[src/rtl/regbank_pkg.sv]
`default_nettype none
// ============================================================================
// Module      : regbank_pkg
// Description : Shared types and constants for the configuration register
//               bank arbiter: arbiter state encoding, register address map
//               and the default read-only address mask.
// Revision    : 1.0 - initial release
// ============================================================================
package regbank_pkg;

    // Arbiter sequence: one grant walks IDLE -> ACCESS -> RESP -> IDLE
    typedef enum logic [1:0] {
        ARB_IDLE   = 2'd0,
        ARB_ACCESS = 2'd1,
        ARB_RESP   = 2'd2
    } arb_state_t;

    // Function generator registers
    localparam logic [3:0] FG_CON  = 4'd0;
    localparam logic [3:0] FG_CLK  = 4'd1;
    localparam logic [3:0] FG_SIG  = 4'd2;
    localparam logic [3:0] FG_STEP = 4'd3;
    localparam logic [3:0] FG_AMP  = 4'd4;
    localparam logic [3:0] FG_OFF  = 4'd5;
    localparam logic [3:0] FG_PH   = 4'd6;
    localparam logic [3:0] FG_DC   = 4'd7;
    localparam logic [3:0] FG_OUT  = 4'd8;

    // PWM registers
    localparam logic [3:0] PWM_CLK = 4'd9;
    localparam logic [3:0] PWM_TMR = 4'd10;
    localparam logic [3:0] PWM_PR  = 4'd11;
    localparam logic [3:0] PWM_DC  = 4'd12;
    localparam logic [3:0] PWM_PH  = 4'd13;
    localparam logic [3:0] PWM_CON = 4'd14;

    // Status registers (FG_OUT, PWM_TMR) are driven by hardware, not masters
    localparam logic [15:0] DEFAULT_RO_MASK = 16'h0500;

endpackage : regbank_pkg
`default_nettype wire

[src/rtl/regbank_arbiter_rr_pick.sv]
`default_nettype none
// ============================================================================
// Module      : rr_pick
// Description : Combinational round-robin picker. Returns the first set
//               request bit at or after the pointer, wrapping at NUM_REQ.
// Revision    : 1.0 - initial release
// ============================================================================
module rr_pick #(
    parameter int NUM_REQ = 2,
    parameter int IDX_W   = 1
) (
    input  logic [NUM_REQ-1:0] i_req,
    input  logic [IDX_W-1:0]   i_ptr,
    output logic               o_valid,
    output logic [IDX_W-1:0]   o_winner
);

    // Scan offsets from farthest to nearest so the nearest set bit wins last
    always_comb begin
        o_valid  = 1'b0;
        o_winner = '0;
        for (int k = NUM_REQ - 1; k >= 0; k--) begin
            int idx;
            idx = int'(i_ptr) + k;
            if (idx >= NUM_REQ) begin
                idx = idx - NUM_REQ;
            end
            if (i_req[idx]) begin
                o_valid  = 1'b1;
                o_winner = IDX_W'(idx);
            end
        end
    end

endmodule : rr_pick
`default_nettype wire

[src/rtl/regbank_arbiter.sv]
`default_nettype none
// ============================================================================
// Module      : regbank_arbiter
// Description : Round-robin arbiter sharing the 16 x 12-bit configuration
//               register bank between NUM_REQ bus masters. Each grant runs a
//               fixed IDLE -> ACCESS -> RESP sequence; writes to read-only
//               status addresses are dropped and reported through err.
// Revision    : 1.0 - initial release
// ============================================================================
module regbank_arbiter
    import regbank_pkg::*;
#(
    parameter int                        NUM_REQ = 2,
    parameter int                        ADDR_W  = 4,
    parameter int                        DATA_W  = 12,
    parameter logic [(1<<ADDR_W)-1:0]    RO_MASK = DEFAULT_RO_MASK
) (
    input  logic                         clk,
    input  logic                         reset,
    input  logic [NUM_REQ-1:0]           req,
    input  logic [NUM_REQ-1:0]           req_we,
    input  logic [NUM_REQ*ADDR_W-1:0]    req_addr,
    input  logic [NUM_REQ*DATA_W-1:0]    req_wdata,
    output logic [NUM_REQ-1:0]           ack,
    output logic [DATA_W-1:0]            rdata,
    output logic                         err,
    output logic                         busy,
    output logic                         rf_write_en,
    output logic [ADDR_W-1:0]            rf_addr,
    output logic [DATA_W-1:0]            rf_data_in,
    input  logic [DATA_W-1:0]            rf_data_out
);

    localparam int c_IDX_W = (NUM_REQ > 1) ? $clog2(NUM_REQ) : 1;

    arb_state_t           r_state;
    arb_state_t           w_state_next;
    logic [c_IDX_W-1:0]   r_ptr;
    logic [c_IDX_W-1:0]   r_win;
    logic                 r_we;

    logic                 w_pick_valid;
    logic [c_IDX_W-1:0]   w_pick_idx;
    logic                 w_sel_we;
    logic [ADDR_W-1:0]    w_sel_addr;
    logic [DATA_W-1:0]    w_sel_wdata;
    logic                 w_load;
    logic                 w_finish;
    logic                 w_release;
    logic [NUM_REQ-1:0]   w_ack_onehot;
    logic [c_IDX_W-1:0]   w_ptr_next;

    rr_pick #(
        .NUM_REQ (NUM_REQ),
        .IDX_W   (c_IDX_W)
    ) u_rr_pick (
        .i_req    (req),
        .i_ptr    (r_ptr),
        .o_valid  (w_pick_valid),
        .o_winner (w_pick_idx)
    );

    // Route the winning master's request fields
    assign w_sel_we    = req_we[w_pick_idx];
    assign w_sel_addr  = req_addr[w_pick_idx*ADDR_W +: ADDR_W];
    assign w_sel_wdata = req_wdata[w_pick_idx*DATA_W +: DATA_W];

    // Next state and per-state strobes for the output registers
    always_comb begin
        w_state_next = r_state;
        w_load       = 1'b0;
        w_finish     = 1'b0;
        w_release    = 1'b0;
        unique case (r_state)
            ARB_IDLE: begin
                if (w_pick_valid) begin
                    w_load       = 1'b1;
                    w_state_next = ARB_ACCESS;
                end
            end
            ARB_ACCESS: begin
                w_finish     = 1'b1;
                w_state_next = ARB_RESP;
            end
            ARB_RESP: begin
                w_release    = 1'b1;
                w_state_next = ARB_IDLE;
            end
            default: begin
                w_state_next = ARB_IDLE;
            end
        endcase
    end

    // One-hot acknowledge for the latched winner and the following pointer
    always_comb begin
        w_ack_onehot = '0;
        for (int k = 0; k < NUM_REQ; k++) begin
            w_ack_onehot[k] = (r_win == c_IDX_W'(k));
        end
        w_ptr_next = (r_win == c_IDX_W'(NUM_REQ - 1)) ? '0 : r_win + 1'b1;
    end

    // State register
    always_ff @(posedge clk) begin
        if (reset) begin
            r_state <= ARB_IDLE;
        end else begin
            r_state <= w_state_next;
        end
    end

    // Transaction latches and registered outputs; rf_addr/rf_data_in hold
    // outside ACCESS, and the write strobe lives only for the ACCESS cycle
    always_ff @(posedge clk) begin
        if (reset) begin
            r_ptr       <= '0;
            r_win       <= '0;
            r_we        <= 1'b0;
            ack         <= '0;
            rdata       <= '0;
            err         <= 1'b0;
            busy        <= 1'b0;
            rf_write_en <= 1'b0;
            rf_addr     <= '1;
            rf_data_in  <= '0;
        end else begin
            ack         <= '0;
            err         <= 1'b0;
            rf_write_en <= 1'b0;
            if (w_load) begin
                r_win       <= w_pick_idx;
                r_we        <= w_sel_we;
                rf_addr     <= w_sel_addr;
                rf_data_in  <= w_sel_wdata;
                rf_write_en <= w_sel_we & ~RO_MASK[w_sel_addr];
                busy        <= 1'b1;
            end
            if (w_finish) begin
                rdata <= rf_data_out;
                ack   <= w_ack_onehot;
                err   <= r_we & RO_MASK[rf_addr];
            end
            if (w_release) begin
                busy  <= 1'b0;
                r_ptr <= w_ptr_next;
            end
        end
    end

endmodule : regbank_arbiter
`default_nettype wire

[config.mk]
export PLATFORM = sky130hd
export DESIGN_NAME = regbank_arbiter
export DESIGN_NICKNAME = d
export VERILOG_FILES = /design/src/rtl/regbank_pkg.sv /design/src/rtl/regbank_arbiter_rr_pick.sv /design/src/rtl/regbank_arbiter.sv
export SDC_FILE = /design/constraint.sdc
export NUM_CORES = 1
export LEC_CHECK = 0
export BUFFER_PORTS_ARGS = -buffer_cell sky130_fd_sc_hd__buf_2
export CAP_MARGIN = 20
export CORE_MARGIN = 2
export CORE_UTILIZATION = 33
export CTS_BUF_LIST = sky130_fd_sc_hd__clkbuf_8
export CTS_CLUSTER_DIAMETER = 60
export DETAILED_ROUTE_END_ITERATION = 8
export PLACE_DENSITY = 0.66
export SLEW_MARGIN = 20
export SYNTH_ARGS = -nofsm -noshare
export SYNTH_HDL_FRONTEND = slang
export SYNTH_HIERARCHICAL = 1
export SYNTH_SLANG_ARGS = --single-unit
[constraint.sdc]
create_clock -name clk -period 1.65 [get_ports clk]
set_input_delay 0.165 -clock clk [delete_from_list [all_inputs] [get_ports clk]]
set_output_delay 0.165 -clock clk [all_outputs]
set_load 0.005 [all_outputs]
* Word-level counts from Yosys, hierarchy flattened *
Memory sizes are Yosys's and may differ from the RTL's. A register that Yosys moved wholly into a read port is not among the register bits.
Cells that the tools add are included.

operators by class
  mux-type cells = 25
  eq/ne operators = 3
  shift-type cells = 2
  order comparisons = 7
  $add $sub $neg = 4
  multipliers = 1
  bitwise operators = 6
  reductions and logical operators = 4
  divide/modulo/power cells = 0

operators by type and width
  operator                 count
  $lt A32 B3 Y1 const B    2
  $mux W32                 2
  $ge A32 B3 Y1 const B    1
  $sub A32 B3 Y32 const B  1
  $shiftx A24 B6 Y12       1
  $mux W1                  19
  $lt A4 B5 Y1 const B     2
  $mux W4                  2
  $shiftx A8 B4 Y4         1
  $reduce_or A2 Y1         3
  $not A1 Y1               4
  $pmux W2 S2              1
  $mul A1 B2 Y3 const B    1
  $sub A1 B2 Y3 const B    1
  $add A1 B1 Y2 const B    1
  $and A1 B1 Y1            2
  $eq A2 B1 Y1 const B     1
  $eq A2 B2 Y1 const B     1
  $ge A1 B2 Y1 const B     1
  $logic_not A2 Y1         1
  $lt A1 B2 Y1 const B     1
  $mux W2                  1
  $ne A2 B1 Y1 const B     1
  $add A1 B1 Y1 const B    1

storage, ports and cells
  memories kept = 2
  latch bits = 0
  register bits after elaboration = 38
  memory bits (writable) = 0
  input bits = 50
  ROM bits = 32

memory list
  memory           depth  width  rd ports  clocked after memory_dff  write ports  RTL line                text
  (no name shown)  16     1      1         1                         0            regbank_arbiter.sv:142  err <= r_we & RO_MASK[rf_addr];
  (no name shown)  16     1      1         0                         0            regbank_arbiter.sv:136  rf_write_en <= w_sel_we & ~RO_MASK[w_sel_addr];

* Logic depth before layout (Yosys ltp) *
Gate-level depths: netlist (run 1).

  word-level depth = 13
  depth in mapped cells = 6

* By module *
The synthesis (run 1) kept the hierarchy.

modules (own cells, without submodules)
  module           instances  cells each  seq. area each (µm²)  area each (µm²)
  regbank_arbiter  1          163         780.7                 1564.0
  rr_pick          1          3           0.0                   17.5

* Worst setup path after synthesis (run 1) *
No wires, ideal clock.

  path type = flip-flop to flip-flop
  start point = register r_ptr
  end point = register rf_data_in[10]
  library setup time = 137 ps
  arrival time = 1178 ps
  stages on the path, launching flop included = 7
  setup slack = 335 ps
  path through = dfxtp_1 > inv_1 > a21boi_1 > buf_6 > buf_4 > mux2i_1 > a211oi_2

on the way
  cells in the longest elaborated chain, start to end = 10
  elaborated cells on any way between the ends = 21

ends and longest elaborated chain
  element                                                  RTL line                                                      text
  start, declared                                          regbank_arbiter.sv:38                                         logic [c_IDX_W-1:0] r_ptr;
  start signal, assigned                                   regbank_arbiter.sv:146                                        r_ptr <= w_ptr_next;
  $add A1 B1 Y2                                            regbank_arbiter_rr_pick.sv:24                                 idx = int'(i_ptr) + k;
  $sub A32 B3 Y32 / $ge A32 B3 Y1 (equally long branches)  regbank_arbiter_rr_pick.sv:26, regbank_arbiter_rr_pick.sv:25
  $mux W32                                                 regbank_arbiter_rr_pick.sv:25                                 if (idx >= NUM_REQ) begin
  $mux W1 (implied by the code) (3 in series)              regbank_arbiter_rr_pick.sv:28                                 if (i_req[idx]) begin
  $mux W1                                                  regbank_arbiter_rr_pick.sv:28
  $mux W1 (*)                                              regbank_arbiter_rr_pick.sv:28
  named net w_pick_idx                                     regbank_arbiter.sv:43                                         logic [c_IDX_W-1:0] w_pick_idx;
  $mul A1 B2 Y3 (*)                                        regbank_arbiter.sv:66                                         assign w_sel_wdata = req_wdata[w_pick_idx*DATA_W +: DATA_W];
  $shiftx A24 B6 Y12 (*)                                   regbank_arbiter.sv:66
  end signal, assigned                                     regbank_arbiter.sv:135                                        rf_data_in <= w_sel_wdata;
  end, declared                                            regbank_arbiter.sv:30                                         output logic [DATA_W-1:0] rf_data_in,

Mark *: on every way through the listed nets, which the timed path passes. The rest lies on a longest branch. The select of a mux whose other input is x is not followed.
A chain may end at the register's enable or synchronous reset.

* Final worst setup path (run 1) *
  start point = register r_ptr
  end point = register r_we

on the way
  cells in the longest elaborated chain, start to end = 10
  elaborated cells on any way between the ends = 21

ends and longest elaborated chain
  element                                                  RTL line                                                      text
  $add A1 B1 Y2                                            regbank_arbiter_rr_pick.sv:24
  $sub A32 B3 Y32 / $ge A32 B3 Y1 (equally long branches)  regbank_arbiter_rr_pick.sv:26, regbank_arbiter_rr_pick.sv:25
  $mux W32                                                 regbank_arbiter_rr_pick.sv:25
  $mux W1 (implied by the code) (3 in series)              regbank_arbiter_rr_pick.sv:28
  $mux W1                                                  regbank_arbiter_rr_pick.sv:28
  $mux W1 (*)                                              regbank_arbiter_rr_pick.sv:28
  named net w_pick_idx                                     regbank_arbiter.sv:43
  $mux W1 (implied by the code) (*) (2 in series)          regbank_arbiter.sv:64                                         assign w_sel_we = req_we[w_pick_idx];
  end signal, assigned                                     regbank_arbiter.sv:133                                        r_we <= w_sel_we;
  end, declared                                            regbank_arbiter.sv:40                                         logic r_we;

Marked as above.

==> results of run 1 <==
==> worst min path at each step <==
stage | slack [ns] | end
after global placement | 0.41 | rdata[2]
after floorplan | 0.30 | rdata[0]
after global routing | 0.10 | rdata[5]
after detailed placement | 0.41 | rdata[2]
after CTS | 0.1 | rdata[4]
final | 0.11 | rdata[7]
==> area by class of cell <==
class                   count  area [µm²]
repair buffers             88         459
well taps                  54        67.6
clock inverters             2        35.0
multi-input cells         113         729
fillers                   466        2490
flip-flops and latches     39         781
clock buffers               6        82.6
inverters                   3        11.3
==> sequential cells by signal, summed over array words and instances (netlist names), named ones only <==
signal       cells
r_we             1
err              1
r_ptr            1
busy             1
r_state          2
r_win            1
rdata           12
rf_write_en      1
ack              2
rf_addr          4
rf_data_in      12
==> report_power, final <==
| group | switching, µW | total, µW | internal, µW |
|---|---|---|---|
| Clock | 320 | 809 | 489 |
| Sequential | 40.8 | 1060 | 1020 |
| Combinational | 192 | 394 | 202 |
| Total | 553 | 2270 | 1710 |
==> cell families after synthesis <==
group / count (synthesis)
buf+inv: 14
flops: 39
mux: 18
simple gates: 62
compound gates: 33
==> worst max-delay path, cell delays in order, from the launching register on <==
cell and delay [ns]:
dfxtp_1 0.33, inv_1 0.06, a21boi_4 0.27, buf_6 0.24, mux2i_1 0.29, a211oi_1 0.10
==> per-stage QoR <==
step / power, µW / worst slack [ns] / util
final: 2270 / 0.199 / 0.465
after global routing: 2400 / 0.0703 / 0.465
after CTS: 2300 / 0.0139 / 0.462
after detailed placement: 1490 / 0.0460 / 0.437
after global placement: 1480 / 0.106 / 0.437
after floorplan: 1330 / 0.335 / -
==> layout by cell type, fill, tap and decap left out, types with 3 or more instances in the layout <==
cell	instances
a211o_1	4
a211oi_1	8
a211oi_2	5
a21oi_1	15
buf_2	82
buf_4	5
clkbuf_8	6
dfxtp_1	39
inv_1	3
mux2i_1	18
nand2_1	26
nor2_1	21
nor3_1	5
==> metal layers <==
metal  track usage  vias up  wire, µm
li1              -      746         -
met1         0.147      599      1480
met2         0.214       47      1610
met3        0.0345        6       213
met4        0.0556        0        48
met5             0        -         0
==> reports/results.tsv, run 1 <==
stage	metric	value	unit
sta	Hold Fails Final Rpt	0	
sta	Final Setup Violations	0	
clocking	CTS Sinks	39	
synth	Yosys Warn Count	6	
die	Core Area	4660	µm²
layout	fin nets	300	
clocking	Max Root-Sink Buffers	2	
synth	Post-Syn Nets	216	
power_and_ir_drop	static leakage	0.00101	µW
critical_path	kind of critical path	reg2reg	
die	Rows	25	
synth	Mapped Cells	166	
synth	top cells by count, synth	dfxtp_1 (39), nand2_1 (26), nor2_1 (21)	
synth	Synth Area in Compound Gates	0.152	
synth	post-synthesis xor/xnor area fraction	0	
synth	count of cell types in the netlist	26	
detailed_routing	Residual DRC	0	
layout	# diodes	0	
critical_path	CP Capture Type	flop	
critical_path	origin of the critical flop-to-flop path	r_ptr	
clocking	hold-fix buffers at CTS	0	
global_routing	GRT Util Overall	0.126	
sta	fin. max-slew vios	0	
synth	ys async rst share	0	
placement	post-DP HPWL	2.54	mm
detailed_routing	vias per inst	4.58	
power_and_ir_drop	VDD IR-drop max	0.577	mV
synth	mux cell area share after synthesis	0.114	
clocking	CTS buffer count	5	
sta	Least-Margin Pin Slew	0.550	ns
sta	RSZ-0062 raised after global routing	false	
detailed_routing	total number of vias	1398	
min_path	hold path start	rf_data_out[7]	
die	I/O pins	83	
min_path	worst hold path class	in2reg	
synth	#FFs+latches synth	39	
sta	Max Freq	689	MHz
sta	Rel. slew slack	0.628	
sta	Setup TNS	0	ns
placement	gpl congestion	0.684	
sta	clk_skew	0.00644	ns
placement	Placement Cell Area	2040	µm²
synth	Mapped Area	1580	µm²
sta	Tmin final	1.45	ns
power_and_ir_drop	Power per Cell Area	1050	nW/µm²
clocking	# Post-CTS Setup Buffers	0	
clocking	Worst-path clk slew	0.08	ns
die	effective utilization at floorplan	0.339	
die	chip height	73.2	µm
sta	Hold WS	0.108	ns
critical_path	Max FO, Critical Path	14	
detailed_routing	WL final	3.36	mm
clocking	PostCTS Resize Cnt	0	
layout	Final Cell Area	2170	µm²
synth	Synth area leaders	dfxtp_1 (49%), mux2i_1 (11%), nand2_1 (6.2%)	
detailed_routing	drt first pass iters	3	
critical_path	Critical Path End	r_we	
critical_path	cells on worst reg2reg path	5	
synth	area leader, netlist	dfxtp_1	
clocking	Max H-tree Level	2	
min_path	Hold Path Depth	3	
synth	adder-cell area share of the yosys netlist	0	
global_routing	largest net degree at the start of global routing	29	
layout	share of layout cells above drive strength 1	0.418	
layout	non-filler cells, final	305	
detailed_routing	Post-DRT Antenna Nets	0	
die	Chip Width	73.2	µm
synth	fraction of the mapped netlist area in simple logic gates	0.188	
placement	Post-Place Cells	297	
synth	Primary FF master, synth	dfxtp_1	
critical_path	Setup crit start kind	flop	
synth	synthesized area per cell	9.53	µm²
clocking	Worst-Skew Late Latency	0.29	ns
critical_path	R2R Path End	r_we	
global_routing	vias in the first global route	1248	
synth	top cell type's share of synthesized area	0.494	
detailed_routing	Iteration-0 DRC Markers	21	
die	die area	5360	µm²
synth	top-count cell post-synth	dfxtp_1	
critical_path	Reg2Reg Setup Slack	0.20	ns
global_routing	initial antenna violation count	0	
sta	Final Cycle Share	0.879	
outcome	status	completed	
synth	Post-synth EDFFs	0	
detailed_routing	Routed WL per cell	11.0	µm
clocking	root buffer cell	clkbuf_8	
layout	Layout area overhead	36.9	%
placement	PortBufs	82	
global_routing	grt ovf	0	
critical_path	crit path launch	r_ptr	
critical_path	arrival time at the worst endpoint	1.60	ns
critical_path	CP Data Required Time	1.80	ns
global_routing	first-pass GRT wire length	5.29	mm
run	Max-Cap Viols	0	
synth	largest family of logic cells by synthesized area	simple AND/OR/NAND/NOR gates	
clocking	CTS tree	built	
synth	sequential share of the synthesized area	0.494	
Note: power is estimated with default switching activity, not from simulation.
==> run 2, diff against run 1 <==
--- a/config.mk
+++ b/config.mk
@@ -16,5 +16,4 @@
 export SLEW_MARGIN = 20
 export SYNTH_ARGS = -nofsm -noshare
 export SYNTH_HDL_FRONTEND = slang
-export SYNTH_HIERARCHICAL = 1
 export SYNTH_SLANG_ARGS = --single-unit
==> reports/results.tsv, run 2 <==
stage	metric	value	unit	change
outcome	status	completed		
synth	top cells by count, synth	nand2_1 (53), dfxtp_1 (39), nor2_1 (20)		
sta	Final Cycle Share	0.884		+0.00462
min_path	Hold Path Depth	3		unchanged
detailed_routing	WL final	4.09	mm	+22%
critical_path	cells on worst reg2reg path	5		unchanged
critical_path	origin of the critical flop-to-flop path	r_state[1]		
die	die area	5270	µm²	-1.7%
synth	Primary FF master, synth	dfxtp_1		
sta	Max Freq	686	MHz	-0.52%
synth	top-count cell post-synth	nand2_1		
detailed_routing	vias per inst	4.85		+5.7%
layout	Layout area overhead	36.3	%	
detailed_routing	Iteration-0 DRC Markers	51		+140%
clocking	CTS tree	built		
global_routing	grt peak-use layer	met2		
sta	fin. max-slew vios	0		unchanged
synth	count of cell types in the netlist	28		+7.7%
clocking	Worst-path clk slew	0.07	ns	about the same
synth	sequential share of the synthesized area	0.503		+0.00915
synth	Mapped Cells	187		+13%
critical_path	crit path cell chain	nor2_2 > and2_4 > buf_4 > nor2_1 > a311oi_1		
critical_path	CP Capture Type	flop		
sta	Hold Fails Final Rpt	0		unchanged
layout	fin nets	321		+7.0%
min_path	Hold EP	rdata[6]		
die	Core Area	4440	µm²	-4.6%
global_routing	initial antenna violation count	0		unchanged
critical_path	arrival time at the worst endpoint	1.66	ns	+0.06 ns
power_and_ir_drop	VDD IR-drop max	0.468	mV	-19%
die	Chip Width	72.6	µm	-0.86%
sta	RSZ-0062 raised after global routing	false		
die	I/O pins	83		unchanged
synth	ys async rst share	0		unchanged
layout	share of layout cells above drive strength 1	0.382		-0.0360
sta	Tmin final	1.46	ns	+0.00763 ns
die	Rows	24		-4.0%
global_routing	grt met2 use	0.230		+0.0161
critical_path	R2R Path End	rf_data_in[1]		
critical_path	Max FO, Critical Path	11		-3
detailed_routing	drt first pass iters	6		+3
synth	Post-synth EDFFs	0		unchanged
clocking	hold-fix buffers at CTS	0		unchanged
synth	Synth area leaders	dfxtp_1 (50%), nand2_1 (13%), a311oi_1 (7.3%)		
critical_path	CP Data Required Time	1.85	ns	+0.05 ns
critical_path	WP buf/inv	1		-1
power_and_ir_drop	Pwr Total	2140	µW	-5.5%
synth	synthesized area per cell	8.30	µm²	-13%
sta	Rel. slew slack	0.733		+0.105
detailed_routing	Routed WL per cell	12.6	µm	+15%
global_routing	vias in the first global route	1341		+7.5%
layout	most frequent cells in the layout	buf_2 (82), nand2_1 (53), dfxtp_1 (39)		
clocking	Worst-Skew Late Latency	0.28	ns	about the same
detailed_routing	Post-DRT Antenna Nets	0		unchanged
critical_path	Worst path top cell family by delay	simple AND/OR/NAND/NOR gates		
clocking	CTS buffer count	5		unchanged
layout	largest registers	rdata: 12 flops, rf_data_in: 12 flops, rf_addr: 4 flops		
clocking	# Post-CTS Setup Buffers	0		unchanged
sta	Least-Margin Pin Slew	0.399	ns	-0.151 ns
sta	clk_skew	0.00440	ns	-0.00205 ns
critical_path	kind of critical path	reg2reg		
global_routing	first-pass GRT wire length	6.44	mm	+22%
min_path	hold path start	rf_data_out[6]		
critical_path	Setup crit start kind	flop		
synth	area leader, netlist	dfxtp_1		
global_routing	GRT Util Overall	0.160		+0.0338
clocking	CTS Sinks	39		unchanged
clocking	root buffer cell	clkbuf_8		
global_routing	grt ovf	0		unchanged
die	effective utilization at floorplan	0.349		+0.0101
placement	PortBufs	82		unchanged
detailed_routing	total number of vias	1570		+12%
power_and_ir_drop	Power per Cell Area	1010	nW/µm²	-3.3%
critical_path	max incr delay on CP	0.35	ns	+0.02 ns
detailed_routing	Residual DRC	0		unchanged
synth	#FFs+latches synth	39		unchanged
critical_path	Critical-path top delay cell	dfxtp_1		
layout	# diodes	0		unchanged
clocking	Max H-tree Level	2		unchanged
clocking	Max Root-Sink Buffers	2		unchanged
placement	Post-Place Cells	315		+6.1%
die	chip height	72.6	µm	-0.86%
synth	top cell type's share of synthesized area	0.503		+0.00915
synth	Mapped Area	1550	µm²	-1.8%
run	Max-Cap Viols	0		unchanged
synth	Yosys Warn Count	0		-6
power_and_ir_drop	static leakage	0.00102	µW	+0.71%
placement	gpl congestion	0.759		+11%
critical_path	Reg2Reg Setup Slack	0.19	ns	about the same
sta	Hold WS	0.113	ns	+0.00411 ns
global_routing	largest net degree at the start of global routing	21		-28%
layout	commonest non-fill, non-tap cell in the layout	buf_2		
sta	Final Setup Violations	0		unchanged
placement	post-DP HPWL	2.98	mm	+17%
clocking	PostCTS Resize Cnt	0		unchanged
global_routing	GR Util met1	0.217		+0.0694
layout	non-filler cells, final	324		+6.2%
synth	Post-Syn Nets	237		+9.7%
global_routing	met3 usage	0.0442		+0.00967
min_path	worst hold path class	in2reg		
layout	fin util	0.476		+0.0117
sta	Setup TNS	0	ns	unchanged
## run 2: cell count changes after synthesis, sizes merged, moves of 4 or more
cell    previous run  this run
nor3               5         1
a211oi            13         0
a211o              4         0
a311oi             0        13
nand2             26        53
mux2i             18         0
## run 2: worst reg2reg max path, cell delays in order (launching register included)
cell      delay (ns)
dfxtp_1         0.35
nor2_2          0.26
and2_4          0.28
buf_4           0.20
nor2_1          0.06
a311oi_1        0.23
## run 2: layout make-up
class	instances	area (µm²)
Fill cell	468	2330
Sequential cell	39	781
Multi-Input combinational cell	134	708
Timing Repair Buffer	87	448
Clock buffer	7	96.3
Tap cell	52	65.1
Inverter	4	15.0
Clock inverter	1	3.75
## run 2: stage by stage
stage,area (µm²),setup WS (ns)
finish,2120,0.192
floorplan,1550,0.369
detailed placement,2010,0.179
global route,2120,0.0243
global placement,2010,0.260
CTS,2110,0.155
## run 2: worst max-delay path by stage
stage                    endpoint  slack (ns)  startpoint  cells past startpoint
finish              rf_data_in[1]        0.19  r_state[1]                      5
global route        rf_data_in[4]        0.02  r_state[1]                      5
CTS                 rf_data_in[2]        0.15  r_state[1]                      5
detailed placement  rf_data_in[2]        0.18  r_state[1]                      5
global placement    rf_data_in[1]        0.26  r_state[1]                      5
floorplan              rf_addr[2]        0.37  r_state[1]                      5
## run 2: report_power, final
| group | switching [µW] | leakage, µW | internal (µW) | total [µW] |
|---|---|---|---|---|
| clock | 313 | 0.0000557 | 375 | 689 |
| combinational | 210 | 0.000644 | 185 | 394 |
| sequential | 38.5 | 0.000321 | 1020 | 1060 |
## run 2: per-layer routing
layer | routed length, µm | vias up | share of wire
met3 | 212 | 6 | 0.052
met5 | 0 | - | 0
met1 | 1910 | 713 | 0.47
met4 | 63 | 0 | 0.015
li1 | - | 806 | -
met2 | 1910 | 45 | 0.47
## run 2: cells by family after synthesis
logic type,Yosys count,share of synthesized area
and+or+nand+nor,92,0.262
AOI/OAI and AO/OA,41,0.189
DFF,39,0.503
buffers and inverters,15,0.0459
==> run 3, diff against run 2 <==
==> constraint.sdc (replaced) <==
create_clock -name clk -period 1.85 [get_ports clk]
set_input_delay 0.185 -clock clk [delete_from_list [all_inputs] [get_ports clk]]
set_output_delay 0.185 -clock clk [all_outputs]
set_load 0.005 [all_outputs]
==> reports/results.tsv, run 3 (synthesis gave the netlist of run 2 again) <==
stage	metric	value	unit	change
outcome	status	completed		
layout	# diodes	0		unchanged
sta	Final WS setup	0.332	ns	+0.140 ns
detailed_routing	total number of vias	1528		-2.7%
detailed_routing	Routed WL per cell	12.4	µm	-1.9%
placement	setup slack at placement	0.332	ns	+0.153 ns
detailed_routing	Post-DRT Antenna Nets	0		unchanged
power_and_ir_drop	Power per Cell Area	950	nW/µm²	-6.1%
critical_path	arrival time at the worst endpoint	1.69	ns	+0.03 ns
global_routing	vias in the first global route	1355		+1.0%
global_routing	grt ovf	0		unchanged
sta	Max Freq	659	MHz	-4.0%
sta	Final Setup Violations	0		unchanged
clocking	CTS tree	built		
clocking	Max H-tree Level	2		unchanged
layout	Layout area overhead	36.0	%	
layout	most frequent cells in the layout	buf_2 (82), nand2_1 (53), dfxtp_1 (39)		
layout	commonest non-fill, non-tap cell in the layout	buf_2		
die	die area	5270	µm²	unchanged
die	I/O pins	83		unchanged
die	Core Area	4440	µm²	unchanged
layout	fin nets	318		-0.93%
detailed_routing	Iteration-0 DRC Markers	61		+20%
detailed_routing	drt first pass iters	4		-2
layout	share of layout cells above drive strength 1	0.379		-0.00317
die	Rows	24		unchanged
die	effective utilization at floorplan	0.349		unchanged
clocking	hold-fix buffers at CTS	0		unchanged
clocking	root buffer cell	clkbuf_8		
clocking	# Post-CTS Setup Buffers	0		unchanged
layout	largest registers	rdata: 12 flops, rf_data_in: 12 flops, rf_addr: 4 flops		
critical_path	kind of critical path	reg2reg		
global_routing	initial antenna violation count	0		unchanged
critical_path	Setup crit start kind	flop		
clocking	PostCTS Resize Cnt	0		unchanged
sta	Tmin final	1.52	ns	+0.0601 ns
run	Max-Cap Viols	0		unchanged
die	Chip Width	72.6	µm	unchanged
sta	RSZ-0062 raised after global routing	false		
global_routing	GRT Util Overall	0.149		-0.0105
sta	Rel. slew slack	0.581		-0.152
power_and_ir_drop	static leakage	0.00101	µW	-0.68%
layout	fillers	460		-1.7%
sta	Setup TNS	0	ns	unchanged
die	chip height	72.6	µm	unchanged
sta	clk_skew	0.00287	ns	-0.00153 ns
clocking	Worst-Skew Late Latency	0.28	ns	about the same
critical_path	CP Data Required Time	2.02	ns	+0.17 ns
sta	Hold Fails Final Rpt	0		unchanged
clocking	Max Root-Sink Buffers	2		unchanged
critical_path	Max FO, Critical Path	30		+19
global_routing	largest net degree at the start of global routing	36		+71%
critical_path	CP Capture Type	flop		
min_path	worst hold path class	in2reg		
sta	fin. max-slew vios	0		unchanged
placement	post-DP HPWL	2.95	mm	-1.0%
global_routing	first-pass GRT wire length	6.15	mm	-4.5%
sta	Final Cycle Share	0.821		-0.0631
detailed_routing	Residual DRC	0		unchanged
sta	Least-Margin Pin Slew	0.628	ns	+0.230 ns
power_and_ir_drop	VDD IR-drop max	0.420	mV	-10%
placement	gpl congestion	0.735		-3.2%
detailed_routing	vias per inst	4.76		-1.8%
placement	PortBufs	82		unchanged
clocking	CTS Sinks	39		unchanged
clocking	Worst-path clk slew	0.08	ns	about the same
detailed_routing	WL final	3.97	mm	-2.8%
clocking	CTS buffer count	5		unchanged
-- run 3: cell count changes in the layout (fill, tap and decap cells not counted), sizes merged --
cell,change
bufinv,+1
clkbuf,-1
buf,-2
and2,-1
clkinv,+1
inv,-1
-- run 3: worst paths after layout --
check,start,to,slack [ns],cells past startpoint
hold reg to reg,rdata[10],rdata[10],0.45,2
setup reg to reg,r_state[1],rf_addr[0],0.33,4
hold / removal,rf_data_out[1],rdata[1],0.13,3
setup / recovery,r_state[1],rf_addr[0],0.33,4
-- run 3: power breakdown --
group          leakage, µW  switching [µW]  internal, µW
combinational     0.000632             181           158
sequential        0.000321            34.0           910
clock            0.0000612             287           436
-- run 3: metrics by stage --
step           hold WS (ns)  area [µm²]  power (µW)  instances  utilization
3_3_place_gp          0.426        1990        1300        313        0.449
6_report              0.131        2110        2010        321        0.475
2_1_floorplan         0.321        1550        1160        187            -
5_1_grt               0.131        2110        2110        321        0.475
4_1_cts               0.125        2110        2030        321        0.475
3_5_place_dp          0.431        1990        1310        313        0.449
-- run 3: cell type report --
class / instances / area [µm²] / area share
sequential: 39 / 781 / 0.370
multi-input combinational: 133 / 701 / 0.332
timing repair buffer: 85 / 433 / 0.205
clock buffer: 6 / 82.6 / 0.0391
tap: 52 / 65.1 / 0.0308
clock inverter: 2 / 35.0 / 0.0166
inverter: 4 / 15.0 / 0.00711
-- run 3: layer usage --
layer	global-route usage	share of wire	up-vias
met3	0.0331	0.052	5
met4	0.0556	0.013	0
met1	0.193	0.46	680
met2	0.243	0.48	43
li1	-	-	800
met5	0	0	-
-- run 3: critical path, stage by stage (launching register included) --
cell and delay, ns:
dfxtp_1 0.34, nor2_2 0.22, and2_4 0.39, a31oi_1 0.16, or2_2 0.30
